--- src/rtl/maj_netlist_sequencer_pkg.sv ---
// Shared types and index map for the time-multiplexed majority netlist sequencer.
// The signal file is laid out as: constant 0, then the primary inputs, then the gate outputs.
package maj_sched_pkg;

  localparam int NUM_IN_DEF    = 7;
  localparam int MAX_GATES_DEF = 8;
  localparam int IDX_W_DEF     = 4;

  localparam int IDX_CONST0 = 0;
  localparam int IDX_X0     = 1;
  localparam int IDX_G0     = IDX_X0 + NUM_IN_DEF;

  typedef struct packed {
    logic                 inv;
    logic [IDX_W_DEF-1:0] idx;
  } operand_t;

  // opC occupies the MSBs, so a packed instruction word reads {opC, opB, opA}.
  typedef struct packed {
    operand_t opC;
    operand_t opB;
    operand_t opA;
  } gate_instr_t;

  typedef enum logic [1:0] {
    IDLE = 2'd0,
    EVAL = 2'd1,
    DONE = 2'd2
  } state_e;

endpackage

--- src/rtl/maj_netlist_sequencer_maj3_cell.sv ---
// Single three-input majority cell; the sequencer shares one instance across all gates.
module maj3_cell (
  input  logic a,
  input  logic b,
  input  logic c,
  output logic y
);

  assign y = (a & b) | (a & c) | (b & c);

endmodule

--- src/rtl/maj_netlist_sequencer.sv ---
// Evaluates a programmable majority-gate netlist one gate per cycle through a shared MAJ3 cell.
// Input vectors arrive via valid/ready; the selected signal is returned as a registered 1-bit result.
module maj_netlist_sequencer
  import maj_sched_pkg::*;
#(
  parameter int NUM_IN    = NUM_IN_DEF,
  parameter int MAX_GATES = MAX_GATES_DEF,
  parameter int IDX_W     = IDX_W_DEF
) (
  input  logic                             clk,
  input  logic                             rst_n,
  input  logic                             prog_we,
  input  logic [$clog2(MAX_GATES)-1:0]     prog_addr,
  input  logic [3*(IDX_W+1)-1:0]           prog_data,
  input  logic [$clog2(MAX_GATES+1)-1:0]   cfg_len,
  input  logic [IDX_W:0]                   cfg_out_sel,
  output logic                             prog_busy,
  input  logic                             in_valid,
  output logic                             in_ready,
  input  logic [NUM_IN-1:0]                x,
  output logic                             out_valid,
  input  logic                             out_ready,
  output logic                             out
);

  localparam int ADDR_W = $clog2(MAX_GATES);
  localparam int LEN_W  = $clog2(MAX_GATES + 1);
  localparam int SIG_N  = 2 ** IDX_W;
  localparam int G0     = IDX_X0 + NUM_IN;

  gate_instr_t [MAX_GATES-1:0] r_prog;
  logic [MAX_GATES-1:0]        r_gate, w_gate_next;
  logic [NUM_IN-1:0]           r_x, w_x_next;
  logic [LEN_W-1:0]            r_len, w_len_next, w_cfg_len_sat;
  operand_t                    r_sel, w_sel_next;
  logic [ADDR_W-1:0]           r_ptr, w_ptr_next;
  state_e                      r_state, w_state_next;
  logic                        r_out, w_out_next;

  logic [SIG_N-1:0] w_sig;
  logic [SIG_N-1:0] w_sig_next;
  gate_instr_t      w_instr;
  logic             w_a, w_b, w_c, w_maj, w_last;

  // Two views of the signal file: current flops for operand reads, next-state values
  // so the result register can include the gate being written on the final EVAL edge.
  genvar gi;
  generate
    for (gi = 0; gi < SIG_N; gi++) begin : g_sig
      if (gi == IDX_CONST0) begin : g_const
        assign w_sig[gi]      = 1'b0;
        assign w_sig_next[gi] = 1'b0;
      end else if (gi < G0) begin : g_in
        assign w_sig[gi]      = r_x[gi-IDX_X0];
        assign w_sig_next[gi] = w_x_next[gi-IDX_X0];
      end else if (gi < G0 + MAX_GATES) begin : g_gate
        assign w_sig[gi]      = r_gate[gi-G0];
        assign w_sig_next[gi] = w_gate_next[gi-G0];
      end else begin : g_pad
        assign w_sig[gi]      = 1'b0;
        assign w_sig_next[gi] = 1'b0;
      end
    end
  endgenerate

  assign w_instr = r_prog[r_ptr];
  assign w_a     = w_sig[w_instr.opA.idx] ^ w_instr.opA.inv;
  assign w_b     = w_sig[w_instr.opB.idx] ^ w_instr.opB.inv;
  assign w_c     = w_sig[w_instr.opC.idx] ^ w_instr.opC.inv;

  maj3_cell u_maj3 (
    .a (w_a),
    .b (w_b),
    .c (w_c),
    .y (w_maj)
  );

  assign w_cfg_len_sat = (cfg_len > LEN_W'(MAX_GATES)) ? LEN_W'(MAX_GATES) : cfg_len;
  assign w_last        = (LEN_W'(r_ptr) == (r_len - LEN_W'(1)));

  always_comb begin
    w_state_next = r_state;
    w_ptr_next   = r_ptr;
    w_gate_next  = r_gate;
    w_x_next     = r_x;
    w_len_next   = r_len;
    w_sel_next   = r_sel;
    case (r_state)
      IDLE: begin
        if (in_valid) begin
          w_x_next     = x;
          w_len_next   = w_cfg_len_sat;
          w_sel_next   = operand_t'(cfg_out_sel);
          w_gate_next  = '0;
          w_ptr_next   = '0;
          w_state_next = (w_cfg_len_sat == '0) ? DONE : EVAL;
        end
      end
      EVAL: begin
        w_gate_next[r_ptr] = w_maj;
        w_ptr_next         = r_ptr + ADDR_W'(1);
        if (w_last) begin
          w_state_next = DONE;
        end
      end
      DONE: begin
        if (out_ready) begin
          w_state_next = IDLE;
        end
      end
      default: w_state_next = IDLE;
    endcase
    w_out_next = (w_state_next == DONE) ? (w_sig_next[w_sel_next.idx] ^ w_sel_next.inv) : 1'b0;
  end

  always_ff @(posedge clk or negedge rst_n) begin
    if (!rst_n) begin
      r_state <= IDLE;
      r_ptr   <= '0;
      r_gate  <= '0;
      r_x     <= '0;
      r_len   <= '0;
      r_sel   <= '0;
      r_out   <= 1'b0;
    end else begin
      r_state <= w_state_next;
      r_ptr   <= w_ptr_next;
      r_gate  <= w_gate_next;
      r_x     <= w_x_next;
      r_len   <= w_len_next;
      r_sel   <= w_sel_next;
      r_out   <= w_out_next;
    end
  end

  // A write coinciding with the input handshake still lands before the first EVAL read.
  always_ff @(posedge clk or negedge rst_n) begin
    if (!rst_n) begin
      r_prog <= '0;
    end else if (prog_we && (r_state == IDLE)) begin
      r_prog[prog_addr] <= gate_instr_t'(prog_data);
    end
  end

  assign in_ready  = (r_state == IDLE);
  assign prog_busy = (r_state != IDLE);
  assign out_valid = (r_state == DONE);
  assign out       = r_out;

endmodule

--- config.mk ---
export PLATFORM = sky130hd
export DESIGN_NAME = maj_netlist_sequencer
export DESIGN_NICKNAME = d
export VERILOG_FILES = /design/src/rtl/maj_netlist_sequencer_pkg.sv /design/src/rtl/maj_netlist_sequencer_maj3_cell.sv /design/src/rtl/maj_netlist_sequencer.sv
export SDC_FILE = /design/constraint.sdc
export NUM_CORES = 1
export LEC_CHECK = 0
export ABC_AREA = 1
export CAP_MARGIN = 20
export CORE_MARGIN = 2
export CORE_UTILIZATION = 55
export CTS_CLUSTER_SIZE = 28
export DETAILED_ROUTE_END_ITERATION = 10
export GPL_ROUTABILITY_DRIVEN = 0
export PLACE_DENSITY = 0.73
export SKIP_CTS_REPAIR_TIMING = 1
export SLEW_MARGIN = 20
export SYNTH_ARGS = -nofsm -noshare
export SYNTH_HDL_FRONTEND = slang
export SYNTH_SLANG_ARGS = --single-unit
--- constraint.sdc ---
create_clock -name clk -period 3.4 [get_ports clk]
set_input_delay 0.34 -clock clk [delete_from_list [all_inputs] [get_ports clk]]
set_output_delay 0.34 -clock clk [all_outputs]
set_load 0.05 [all_outputs]
After elaboration in Yosys (flattened, before gate mapping)
Cells that the tools add are included.
Widths: inputs -> output; s select.
{"block": "word_totals", "ff_bits": 150, "inputBits": 39, "out_inout_bits": 4, "word_cells": 121}
{"block": "op_classes", "n_addsub": 2, "magnitude_cmp": 9, "eq_ne": 5, "muxes": 31, "n_bitwise": 9, "reduce_logical": 9}
{"cell": "$bwmux 120", "n": 1}
{"cell": "$bmux 15 s3", "n": 1}
{"cell": "$demux 15 s3", "n": 1}
{"cell": "$mux 15", "n": 2}
{"cell": "$lt 4x5->1 const B", "n": 4}
{"cell": "$bmux 1 s4", "n": 4}
{"cell": "$pmux 8 s2", "n": 1}
{"cell": "$mux 7", "n": 2}
{"cell": "$mux 5", "n": 2}
{"cell": "$bwmux 8", "n": 1}
{"cell": "$lt 3x4->1 const B", "n": 2}
{"cell": "$mux 2", "n": 4}
{"cell": "$mux 8", "n": 1}
{"cell": "$ge 3x1->1 const B", "n": 2}
{"cell": "$mux 1", "n": 6}
{"cell": "$pmux 2 s3", "n": 1}
{"cell": "$pmux 3 s2", "n": 1}
{"cell": "$eq 2x2->1 const B", "n": 2}
{"cell": "$eq 3x4->1", "n": 1}
{"cell": "$gt 4x4->1 const B", "n": 1}
{"cell": "$logic_not 4->1", "n": 1}
{"cell": "$mux 4", "n": 1}
{"cell": "$reduce_and 2->1", "n": 2}
{"cell": "$reduce_bool 2->1", "n": 2}
{"cell": "11 further kinds", "n": 19}

Longest topological paths before layout
Gate-level depths: netlist of the first run.
{"block": "logic_depth", "ltp_word": 14, "ltp_mapped": 27, "depth_no_buf": 26}

Modules after synthesis
From an unflattened synthesis of the first run, not the netlist that was laid out.
{"block": "unflattened", "cells_unflattened": 997, "hier_area_um2": 7694.9}
{"module": "maj_netlist_sequencer", "n_inst": 1, "cells_per_inst": 993, "area_per_inst_um2": 7673.6, "seq_area_each_um2": 3753.6}
{"module": "maj3_cell", "n_inst": 1, "cells_per_inst": 4, "area_per_inst_um2": 21.3, "seq_area_each_um2": 0.0}

Worst setup path after synthesis of the first run
OpenSTA, ideal clock, no wires.
{"block": "synth_timing", "path_kind": "reg-to-reg", "startpoint": "reg r_state[0]", "endpoint": "reg r_out, in the netlist out", "setup_ns": 0.119, "arrival_ns": 2.797, "required_time_ns": 3.281, "slack_ns": 0.484, "stages_incl_launch_ff": 15, "path_buffers": 2, "period_less_slack_ns": 2.916, "cell_sequence": "dfrtp_1 > nor2_1 > nand2_1 > inv_1 > clkbuf_1 > clkbuf_1 > nand2_1 > o21ai_0 > nor2_1 > o32ai_1 > nand2_1 > nand3_1 > nand3_1 > nand2_1 > nor2_1"}
{"block": "synth_between", "elab_chain_len": 6, "elab_cells_between_ends": 15, "classes_between": "3 x eq/ne; 10 x mux; 1 x bitwise; 1 x reduce/logical"}
{"item": "start, declared", "line_no": "maj_netlist_sequencer.sv:37", "text": "state_e r_state, w_state_next;"}
{"item": "start signal, assigned", "line_no": "maj_netlist_sequencer.sv:126", "text": "r_state <= w_state_next;"}
{"item": "$logic_not 2->1"}
{"item": "named net in_ready", "line_no": "maj_netlist_sequencer.sv:19", "text": "output logic in_ready,"}
{"item": "$mux 7", "line_no": "maj_netlist_sequencer.sv:88", "text": "case (r_state)"}
{"item": "named net w_x_next[3]", "line_no": "maj_netlist_sequencer.sv:33", "text": "logic [NUM_IN-1:0] r_x, w_x_next;"}
{"item": "$bmux 1 s4", "line_no": "maj_netlist_sequencer.sv:113", "text": "w_out_next = (w_state_next == DONE) ? (w_sig_next[w_sel_next.idx] ^ w_sel_next.inv) : 1'b0;"}
{"item": "$mux 1 (implied by the code)", "line_no": "maj_netlist_sequencer.sv:113"}
{"item": "$xor 1x1->1", "line_no": "maj_netlist_sequencer.sv:113"}
{"item": "$mux 1", "line_no": "maj_netlist_sequencer.sv:113"}
{"item": "named net w_out_next", "line_no": "maj_netlist_sequencer.sv:38", "text": "logic r_out, w_out_next;"}
{"item": "end signal, assigned", "line_no": "maj_netlist_sequencer.sv:132", "text": "r_out <= w_out_next;"}
{"item": "end, declared", "line_no": "maj_netlist_sequencer.sv:38"}
The timed path passes the listed nets, and every way through them passes these cells. The select of a mux whose other input is x is not followed.
A chain may end at the register's enable or synchronous reset.

Worst setup path after layout of the first run
{"block": "layout_timing", "startpoint": "reg r_ptr[1]", "endpoint": "reg r_out, in the netlist out"}
{"block": "layout_between", "elab_chain_len": 14, "elab_cells_between_ends": 31, "classes_between": "2 x order compare; 2 x eq/ne; 17 x mux; 9 x bitwise; 1 x reduce/logical"}
{"item": "start, declared", "line_no": "maj_netlist_sequencer.sv:36", "text": "logic [ADDR_W-1:0] r_ptr, w_ptr_next;"}
{"item": "start signal, assigned", "line_no": "maj_netlist_sequencer.sv:127", "text": "r_ptr <= w_ptr_next;"}
{"item": "$bmux 15 s3", "line_no": "maj_netlist_sequencer.sv:66", "text": "assign w_instr = r_prog[r_ptr];"}
{"item": "$mux 15 (implied by the code)", "line_no": "maj_netlist_sequencer.sv:66"}
{"item": "$bmux 1 s4, on equally long branches", "line_no": "maj_netlist_sequencer.sv:67, maj_netlist_sequencer.sv:68, maj_netlist_sequencer.sv:69"}
{"item": "$mux 1, on equally long branches", "line_no": "maj_netlist_sequencer.sv:67, maj_netlist_sequencer.sv:68, maj_netlist_sequencer.sv:69"}
{"item": "$xor 1x1->1, on equally long branches", "line_no": "maj_netlist_sequencer.sv:67, maj_netlist_sequencer.sv:68, maj_netlist_sequencer.sv:69"}
{"item": "$and 1x1->1", "line_no": "maj_netlist_sequencer_maj3_cell.sv:9", "text": "assign y = (a & b) | (a & c) | (b & c);"}
{"item": "$or 1x1->1 (2 in a row)", "line_no": "maj_netlist_sequencer_maj3_cell.sv:9"}
{"item": "$bwmux 8", "line_no": "maj_netlist_sequencer.sv:100", "text": "w_gate_next[r_ptr] = w_maj;"}
{"item": "$pmux 8 s2", "line_no": "maj_netlist_sequencer.sv:88"}
{"item": "$bmux 1 s4", "line_no": "maj_netlist_sequencer.sv:113"}
{"item": "$mux 1 (implied by the code)", "line_no": "maj_netlist_sequencer.sv:113"}
{"item": "$xor 1x1->1", "line_no": "maj_netlist_sequencer.sv:113"}
{"item": "$mux 1 *", "line_no": "maj_netlist_sequencer.sv:113"}
{"item": "named net w_out_next", "line_no": "maj_netlist_sequencer.sv:38"}
Mark *: on every way through the listed nets, which the timed path passes. The rest lies on a longest branch. The select of a mux whose other input is x is not followed.

==> impl_metrics.json, run 1 <==
{
  "clockBufferDepth": 2,
  "grt_usage": 0.2896,
  "fin_crit_ns": 3.044,
  "antenna_found_initial": 0,
  "fp.dieW_um": 122.6,
  "cts_tree": "done",
  "final-hold-violation-count": 0,
  "cp-end-kind": "flop",
  "core_um2": 13830,
  "power.total_mw": 10.09,
  "yosysWarnings": 0,
  "numClockSinks": 150,
  "worstPathMaxFanout": 9,
  "vias_per_cell": 5.459,
  "max_stage_delay_ns": 0.48,
  "clock_skew_ns": 0.008263,
  "first_pass_iters": 5,
  "drc_errors": 0,
  "power_leakage_nw": 4.472,
  "cp-start-kind": "flop",
  "ios": 43,
  "cts.clk_slew.worst_paths_ns": 0.06,
  "port_buffers": 42,
  "ir_worst_vdd_uv": 492.0,
  "drt_wl_total_mm": 20.15,
  "cp.required_ns": 3.71,
  "synth_top_cell_area_share": 0.4854,
  "synth_top_cells_by_area": "dfrtp_1, nand2_1, o21ai_0",
  "maxCapViolations": 0,
  "max_freq_mhz": 328.5,
  "netlist_area_um2": 7734,
  "nets": 1107,
  "htreeDepth": 4,
  "synth_nets": 1060,
  "hold_slack_ns": 0.4563,
  "slew_headroom": 0.6073,
  "hpwl_mm": 13.39,
  "route.detailed.wl_per_inst_um": 16.00,
  "start_util": 0.5593,
  "grt_max_degree": 62,
  "finalCritPeriodShare": 0.8953,
  "antennaDiodeCount": 0,
  "path_buf_inv": 2,
  "vias": 6873,
  "overflow": 0,
  "drive_above_1_share": 0.08712,
  "drv_slew": 0,
  "rsz0062_at_grt": "false",
  "rows": 43,
  "synth_seq_cells": 150,
  "tns_ns": 0,
  "die-area_um2": 15030,
  "hold_class": "primary input to asynchronous set/reset pin",
  "grt_pass1_vias": 6436,
  "worstMarginPinSlew_ns": 0.5829,
  "synth_top_area_cell": "dfrtp_1",
  "die_h_um": 122.6,
  "drtIter0Drc": 649,
  "arrival_ns": 3.36,
  "syn_to_final_growth_pct": 16.41,
  "setup_viol": 0,
  "worstSkewPairLatency_ns": 0.43,
  "ys_seq_area_frac": 0.4854,
  "r2r_setup_slack_ns": 0.36,
  "p_per_area_nw_per_um2": 1121,
  "synth_cells": 1019,
  "finish.utilization": 0.6511,
  "status": "finished clean",
  "synth.avg_cell_area_um2": 7.589,
  "worst_path_max_delay_cell": "dfrtp_1",
  "grt_pass1_wl_mm": 32.93,
  "ys_types": 36,
  "crit_family": "simple AND/OR/NAND/NOR gates",
  "drtAntennaViolNets": 0,
  "worstSetupPathType": "flop to flop",
  "numCtsBuffers": 17,
  "critical_path.most_common_cell": "nand3_1",
  "cp_cell_sequence": "buf_4 > nor2_4 > nand3_1 > nand2_1 > inv_2 > nand2_2 > nand2_1 > nand3_1 > nand3_1 > nand2_1 > nand2_1 > nand3_1 > nand4_1 > nand2_4 > nand3_1 > nand2_1 > nand3_1 > nand3_1 > nand3_1 > nand3_1 > nand3_1 > nand2_1 > nor2_1",
  "cts_root_buf": "clkbuf_16"
}
-- layout by cell type, fill, tap and decap left out, types with 5 or more instances in the layout --
cell             count
inv_2                9
clkdlybuf4s50_1     41
nor2_4               6
o22ai_1             19
buf_4               23
nand3_1             75
nand2_2              6
nand2_1            314
inv_1              113
a21oi_1             37
nand4_1             10
o22a_1               5
dfrtp_1            149
clkbuf_16           17
nand2_4              5
nand3b_1             5
o21ai_1              5
o21ai_0            132
nor2_1              61
-- worst paths after layout --
| path | endpoint | startpoint | cells after the start |
|---|---|---|---|
| max | out$_DFF_PN0_ | r_ptr[1]$_DFFE_PN0P_ | 23 |
| min | r_prog[22]$_DFFE_PN0P_ | rst_n | 2 |
| max reg2reg | out$_DFF_PN0_ | r_ptr[1]$_DFFE_PN0P_ | 23 |
| min reg2reg | r_prog[12]$_DFFE_PN0P_ | r_prog[12]$_DFFE_PN0P_ | 2 |
| max in group asynchronous | r_prog[76]$_DFFE_PN0P_ | rst_n | 3 |
| min in group clk | r_prog[12]$_DFFE_PN0P_ | r_prog[12]$_DFFE_PN0P_ | 2 |
-- power breakdown --
part	leakage (nW)	total [mW]	switching (mW)	internal, mW
Clock	0.282	1.91	0.744	1.17
Sequential	1.86	3.25	0.585	2.67
Combinational	2.33	4.92	3.18	1.74
-- synthesized netlist by cell type, drive strengths merged --
| cell | instances |
|---|---|
| nand3 | 78 |
| mux2i | 1 |
| clkbuf | 28 |
| a32o | 2 |
| nor2 | 68 |
| o32ai | 1 |
| nand2 | 325 |
| ha | 2 |
| dfrtp | 150 |
| o22ai | 19 |
| clkinv | 1 |
| nor3 | 4 |
| o211ai | 1 |
| xnor2 | 3 |
| o21ai | 139 |
| o22a | 5 |
| nand4 | 10 |
| and3 | 1 |
| o32a | 1 |
| buf | 11 |
| a21oi | 37 |
| nand3b | 5 |
| inv | 122 |
| o21a | 1 |
| or2 | 4 |
-- flip-flops by register name, summed over array words and instances, names as in the netlist --
| register | cells |
|---|---|
| out | 1 |
| r_state | 2 |
| r_sel | 5 |
| r_ptr | 3 |
| r_x | 7 |
| r_gate | 8 |
| r_len | 4 |
| r_prog | 120 |
-- worst register-to-register path: cells and delay by family (launching register included) --
family	cells	cell delay [ns]
flip-flops	1	0.48
AND/OR/NAND/NOR	21	2.17
buffers and inverters	2	0.27
-- layout make-up --
class | count | area (µm²)
fillers | 1209 | 4825
flip-flops and latches | 150 | 3755
multi-input cells | 707 | 3337
repair buffers | 67 | 624.3
inverters | 123 | 461.7
clock buffers | 20 | 446.7
well taps | 180 | 225.2
clock inverters | 12 | 152.6
-- cell families after synthesis --
logic type | synth area share
AOI/OAI and AO/OA | 0.1429
buffers and inverters | 0.08575
adders and majority gates | 0.003235
DFF | 0.4854
and+or+nand+nor | 0.2781
xor gates and xnor gates | 0.003398
muxes | 0.001294
-- routing by layer --
layer,track usage,vias up,wire length (µm)
met5,0,-,0
met4,0.1092,0,414
met3,0.05762,39,1393
met2,0.4326,235,8879
met1,0.4185,3221,9456
li1,-,3378,-
-- metrics by stage --
stage / setup slack, ns / cells / cell area (µm²)
floorplan: 0.4835 / 1019 / 7734
global placement: 0.4466 / 1226 / 8382
detailed placement: 0.4096 / 1226 / 8382
CTS: 0.3857 / 1258 / 8981
global route: 0.008977 / 1259 / 9002
finish: 0.3559 / 1259 / 9002
Power figures use the tool's default switching activity.
==> run 2: changes to the inputs <==
- SLEW_MARGIN: 20 -> 10
- SYNTH_HIERARCHICAL: unset -> 1
==> run 2 against run 1 <==
Compared with the run above: first-iteration DRC count is 28% higher; utilization is 0.30 points lower; non-clock buffer count is 4 lower; sequential cell count stayed put; combinational power is 11% lower; highest routed layer unchanged; critical endpoint unchanged; synthesized cell count is 2.2% lower; fmax is 2.9% lower; worst hold slack better by 0.027 ns; sequential power is 2% lower.
==> impl_metrics.json, run 2 <==
{
  "worstPathMaxFanout": 9,
  "rows": 43,
  "vias": 6845,
  "die-area_um2": 14950,
  "worstSkewPairLatency_ns": 0.43,
  "clock_skew_ns": 0.008378,
  "synth_top_area_cell": "dfrtp_1",
  "synth_commonest_cells": "nand2_1, dfrtp_1, o21ai_0",
  "setup_viol": 0,
  "r2r_end": "out$_DFF_PN0_",
  "antenna_found_initial": 0,
  "port_buffers": 42,
  "pre_cts_slack_ns": 0.2424,
  "cp.required_ns": 3.72,
  "hold_class": "flop to flop",
  "first_pass_iters": 6,
  "synth_cells": 997,
  "cts_root_buf": "clkbuf_16",
  "p_sw_mw": 4.158,
  "regMostFlops": "r_prog",
  "synth_seq_cells": 150,
  "timing.final.ws_setup_ns": 0.2636,
  "fin_crit_ns": 3.136,
  "fin_area_um2": 8926,
  "yosysMostFrequentCell": "nand2_1",
  "power_frac_comb": 0.467,
  "dpl_cell_area_um2": 8274,
  "drive_above_1_share": 0.09924,
  "synthFlopType": "dfrtp_1",
  "clockBufferDepth": 2,
  "power_leakage_nw": 4.364,
  "r2r_setup_slack_ns": 0.26,
  "die_h_um": 122.3,
  "route.detailed.wl_per_inst_um": 16.15,
  "p_int_mw": 5.261,
  "final_common_cell": "nand2_1",
  "netlist_area_um2": 7695,
  "fp.dieW_um": 122.3,
  "status": "finished clean",
  "grt_max_degree": 82,
  "hpwl_mm": 12.98,
  "grt_usage": 0.2831,
  "tns_ns": 0,
  "largest_reg_flops": 120,
  "antennaDiodeCount": 0,
  "cp-start-kind": "flop",
  "arrival_ns": 3.46,
  "r2r_cells": 22,
  "core_um2": 13770,
  "syn_to_final_growth_pct": 16.00,
  "swShare": 0.4415,
  "ys_types": 40,
  "async_flop_share": 1.000,
  "slew_headroom": 0.4914,
  "grt_pass1_vias": 6552,
  "synth_top_cells_by_area": "dfrtp_1, nand2_1, o21ai_0",
  "worstMarginPinSlew_ns": 0.7630,
  "synth_nets": 1038,
  "drtAntennaViolNets": 0,
  "numClockSinks": 150,
  "vias_per_cell": 5.574,
  "finalCritPeriodShare": 0.9225,
  "cts.clk_slew.worst_paths_ns": 0.06,
  "yosysWarnings": 6,
  "htreeDepth": 4,
  "nFillCells": 1205,
  "hold_slack_ns": 0.4833,
  "start_util": 0.5587,
  "synth.avg_cell_area_um2": 7.718,
  "synth-edff-count": 0,
  "overflow": 0,
  "max_freq_mhz": 318.8,
  "hold_depth": 2,
  "drt_wl_total_mm": 19.83,
  "drtIter0Drc": 831,
  "grt_pass1_wl_mm": 32.67,
  "crit_start": "r_ptr[2]$_DFFE_PN0P_",
  "final_cell_mix": "nand2_1, dfrtp_1, o21ai_0, nand3_1, inv_1",
  "drv_slew": 0,
  "ir_worst_vdd_uv": 508.4,
  "drc_errors": 0,
  "ios": 43,
  "seq_power_share": 0.340,
  "final-hold-violation-count": 0,
  "maxCapViolations": 0,
  "p_per_area_nw_per_um2": 1055,
  "clkPwrFrac": 0.193,
  "numCtsBuffers": 17,
  "crit_end": "out$_DFF_PN0_",
  "ys_seq_area_frac": 0.4878,
  "top_regs": "r_prog (120), r_gate (8), r_x (7)",
  "nets": 1076,
  "cts_tree": "done",
  "r2r-start": "r_ptr[2]$_DFFE_PN0P_",
  "worstSetupPathType": "flop to flop",
  "finish.utilization": 0.6481,
  "cp-end-kind": "flop",
  "synth_top_cell_area_share": 0.4878
}
-- run 2: cell families (layout without fill, tap and decap cells) --
logic type | after synthesis | in the layout | share of synthesized area
AND/OR/NAND/NOR | 512 | 512 | 0.2935
AO/OA/AOI/OAI | 187 | 187 | 0.1299
adder cells (fa/ha/maj) | 2 | 2 | 0.003252
buffers and inverters | 141 | 192 | 0.07984
XOR/XNOR | 5 | 5 | 0.005692
flip-flops | 150 | 150 | 0.4878
-- run 2: worst max-delay path: stages, from the launching register on --
cell and delay, ns:
dfrtp_1 0.55, buf_4 0.25, nand3_2 0.22, inv_1 0.21, a21oi_1 0.08, nand4_1 0.17, clkinv_1 0.11, nand3_1 0.10
nand3_1 0.08, nand3_1 0.09, nand2_1 0.07, nand2_1 0.08, nand3_2 0.15, nand3_1 0.16, nand3_1 0.10, nand3_1 0.10
nand3_1 0.08, nand3_1 0.12, nand2_1 0.06, nand2_1 0.05, nand3_1 0.06, nand2_1 0.09, nor2_2 0.03
-- run 2: stage by stage --
stage	total power, mW	std cells
after detailed placement	7.427	1194
after global routing	10.20	1228
after floorplan	6.370	997
after CTS	9.300	1226
after global placement	7.309	1194
final	9.419	1228
-- run 2: worst min-delay path by stage --
stage,from,endpoint,slack (ns)
2_1_floorplan,rst_n,out$_DFF_PN0_,0.04
3_3_place_gp,rst_n,r_prog[56]$_DFFE_PN0P_,0.42
3_5_place_dp,rst_n,r_prog[56]$_DFFE_PN0P_,0.42
4_1_cts,rst_n,r_prog[56]$_DFFE_PN0P_,-0.03
5_1_grt,cfg_len[1],r_len[1]$_DFFE_PN0P_,0.49
6_report,r_prog[32]$_DFFE_PN0P_,r_prog[32]$_DFFE_PN0P_,0.48
-- run 2: layout make-up --
type | instances | area, µm² | share of cell area
Multi-Input combinational cell | 706 | 3369 | 0.3775
Inverter | 97 | 371.6 | 0.04163
Clock buffer | 20 | 456.7 | 0.05116
Clock inverter | 12 | 120.1 | 0.01346
Timing Repair Buffer | 63 | 628.1 | 0.07037
Tap cell | 180 | 225.2 | 0.02523
Sequential cell | 150 | 3755 | 0.4207
-- run 2: power groups by stage --
| stage | Sequential (mW) | Combinational (mW) | Clock [mW] |
|---|---|---|---|
| floorplan | 3.03 | 3.34 | 0 |
| global placement | 3.17 | 4.14 | 0 |
| detailed placement | 3.19 | 4.24 | 0 |
| CTS | 3.17 | 4.28 | 1.84 |
| global route | 3.30 | 5.00 | 1.91 |
| finish | 3.20 | 4.39 | 1.82 |
-- run 2: per-layer routing --
metal  up-vias  wire length, µm  track usage  share of wire
li1       3336                -            -              -
met1      3236             8984       0.4020           0.45
met2       248             9219       0.4451           0.46
met3        25             1388      0.06134          0.070
met4         0              238      0.07256          0.012
met5         -                0            0              0
==> run 3: changes to the inputs <==
- PLACE_DENSITY: 0.73 -> 0.78
==> run 3 against run 2 <==
Compared with the run above: the flow now finishes with violations (hold timing); sequential share of layout area down 0.22 points; sequential power about the same; clock power up 4%; power up 1.4%; non-clock buffer count up 2; worst setup slack better by 0.023 ns; critical endpoint unchanged; highest routed layer unchanged.
==> impl_metrics.json, run 3 (synthesis results as in run 2) <==
{
  "regMostFlops": "r_prog",
  "timing.final.ws_setup_ns": 0.2864,
  "cts_root_buf": "clkbuf_16",
  "setup_viol": 0,
  "r2r-start": "r_ptr[1]$_DFFE_PN0P_",
  "rsz0062_at_grt": "false",
  "arrival_ns": 3.44,
  "grt_max_degree": 92,
  "r2r_cells": 26,
  "overflow": 0,
  "numClockSinks": 150,
  "fin_area_um2": 8974,
  "die_h_um": 122.3,
  "fin_cells": 1230,
  "antenna_found_initial": 0,
  "largest_reg_flops": 120,
  "max_freq_mhz": 321.2,
  "core_um2": 13770,
  "worstPathMaxFanout": 9,
  "fp.dieW_um": 122.3,
  "maxCapViolations": 0,
  "final_cell_mix": "nand2_1, dfrtp_1, o21ai_0, nand3_1, inv_1",
  "grt_usage": 0.2785,
  "rows": 43,
  "max_stage_delay_ns": 0.43,
  "cp.required_ns": 3.72,
  "finalCritPeriodShare": 0.9158,
  "path_buf_inv": 2,
  "r2r_setup_slack_ns": 0.29,
  "final-hold-violation-count": 25,
  "crit_family": "simple AND/OR/NAND/NOR gates",
  "crit_start": "r_ptr[1]$_DFFE_PN0P_",
  "ir_worst_vdd_uv": 490.8,
  "worst_path_max_delay_cell": "dfrtp_1",
  "grt_pass1_vias": 6357,
  "antennaDiodeCount": 0,
  "seq_area_um2": 3755,
  "final_common_cell": "nand2_1",
  "htreeDepth": 4,
  "dpl_cell_area_um2": 8289,
  "tns_ns": 0,
  "hold_slack_ns": -0.01827,
  "drtIter0Drc": 781,
  "nets": 1078,
  "grt_pass1_wl_mm": 31.95,
  "cts.clk_slew.worst_paths_ns": 0.06,
  "numCtsBuffers": 17,
  "drv_slew": 0,
  "route.detailed.wl_per_inst_um": 15.88,
  "vias_per_cell": 5.629,
  "start_util": 0.5587,
  "worstSetupPathType": "flop to flop",
  "worstMarginPinSlew_ns": 0.8291,
  "pre_cts_slack_ns": 0.2838,
  "clock_skew_ns": 0.01076,
  "cp-end-kind": "flop",
  "vias": 6924,
  "power.total_mw": 9.549,
  "multi_input_area_um2": 3405,
  "critical_path.most_common_cell": "nand2_1",
  "worstSkewPairLatency_ns": 0.43,
  "status": "finished, violations left",
  "slew_headroom": 0.4473,
  "clockBufferDepth": 2,
  "top_regs": "r_prog (120), r_gate (8), r_x (7)",
  "power_leakage_nw": 4.387,
  "cp.depth": 26,
  "finish.utilization": 0.6515,
  "die-area_um2": 14950,
  "cts_tree": "done",
  "hold_class": "primary input to asynchronous set/reset pin",
  "cp-start-kind": "flop",
  "port_buffers": 42,
  "drtAntennaViolNets": 0,
  "crit_end": "out$_DFF_PN0_",
  "r2r_end": "out$_DFF_PN0_",
  "drive_above_1_share": 0.1048,
  "violations": "hold timing",
  "nFillCells": 1188,
  "ios": 43,
  "first_pass_iters": 6,
  "drc_errors": 0,
  "syn_to_final_growth_pct": 16.62,
  "fin_crit_ns": 3.114,
  "p_per_area_nw_per_um2": 1064,
  "drt_wl_total_mm": 19.54,
  "dp.cells": 1196,
  "hpwl_mm": 12.67
}
[run 3: cell types whose count changed in the layout (fill, tap and decap cells not counted), sizes merged]
cell,delta
buf,+4
clkbuf,-2
bufinv,+1
clkinv,-1
dlygate4sd3,-1
inv,+1
[run 3: metal layers]
metal  up-vias  track usage  wire (µm)
met2       276       0.4167       8848
met5         -            0          0
li1       3347            -          -
met1      3267       0.4002       8830
met4         0       0.1070        446
met3        34      0.05901       1412
[run 3: area by class of cell]
class	instances	share of cell area
Tap cell	180	0.02510
Clock buffer	19	0.05047
Multi-Input combinational cell	706	0.3794
Clock inverter	13	0.01603
Sequential cell	150	0.4184
Timing Repair Buffer	65	0.06944
Inverter	97	0.04113
[run 3: how the worst min path moves through the flow]
stage | cells after the start | from | slack (ns) | endpoint
finish | 1 | rst_n | -0.02 | r_prog[86]$_DFFE_PN0P_
global route | 1 | rst_n | 0.05 | r_prog[86]$_DFFE_PN0P_
CTS | 1 | rst_n | 0.02 | r_prog[71]$_DFFE_PN0P_
detailed placement | 2 | r_prog[99]$_DFFE_PN0P_ | 0.47 | r_prog[99]$_DFFE_PN0P_
global placement | 2 | r_prog[31]$_DFFE_PN0P_ | 0.46 | r_prog[31]$_DFFE_PN0P_
floorplan | 0 | rst_n | 0.04 | out$_DFF_PN0_
[run 3: power breakdown]
part / total, mW / internal (mW) / leakage, nW / switching, mW
Combinational: 4.47 / 1.59 / 2.26 / 2.88
Clock: 1.89 / 1.13 / 0.283 / 0.763
Sequential: 3.19 / 2.65 / 1.84 / 0.543
Total: 9.55 / 5.37 / 4.39 / 4.18
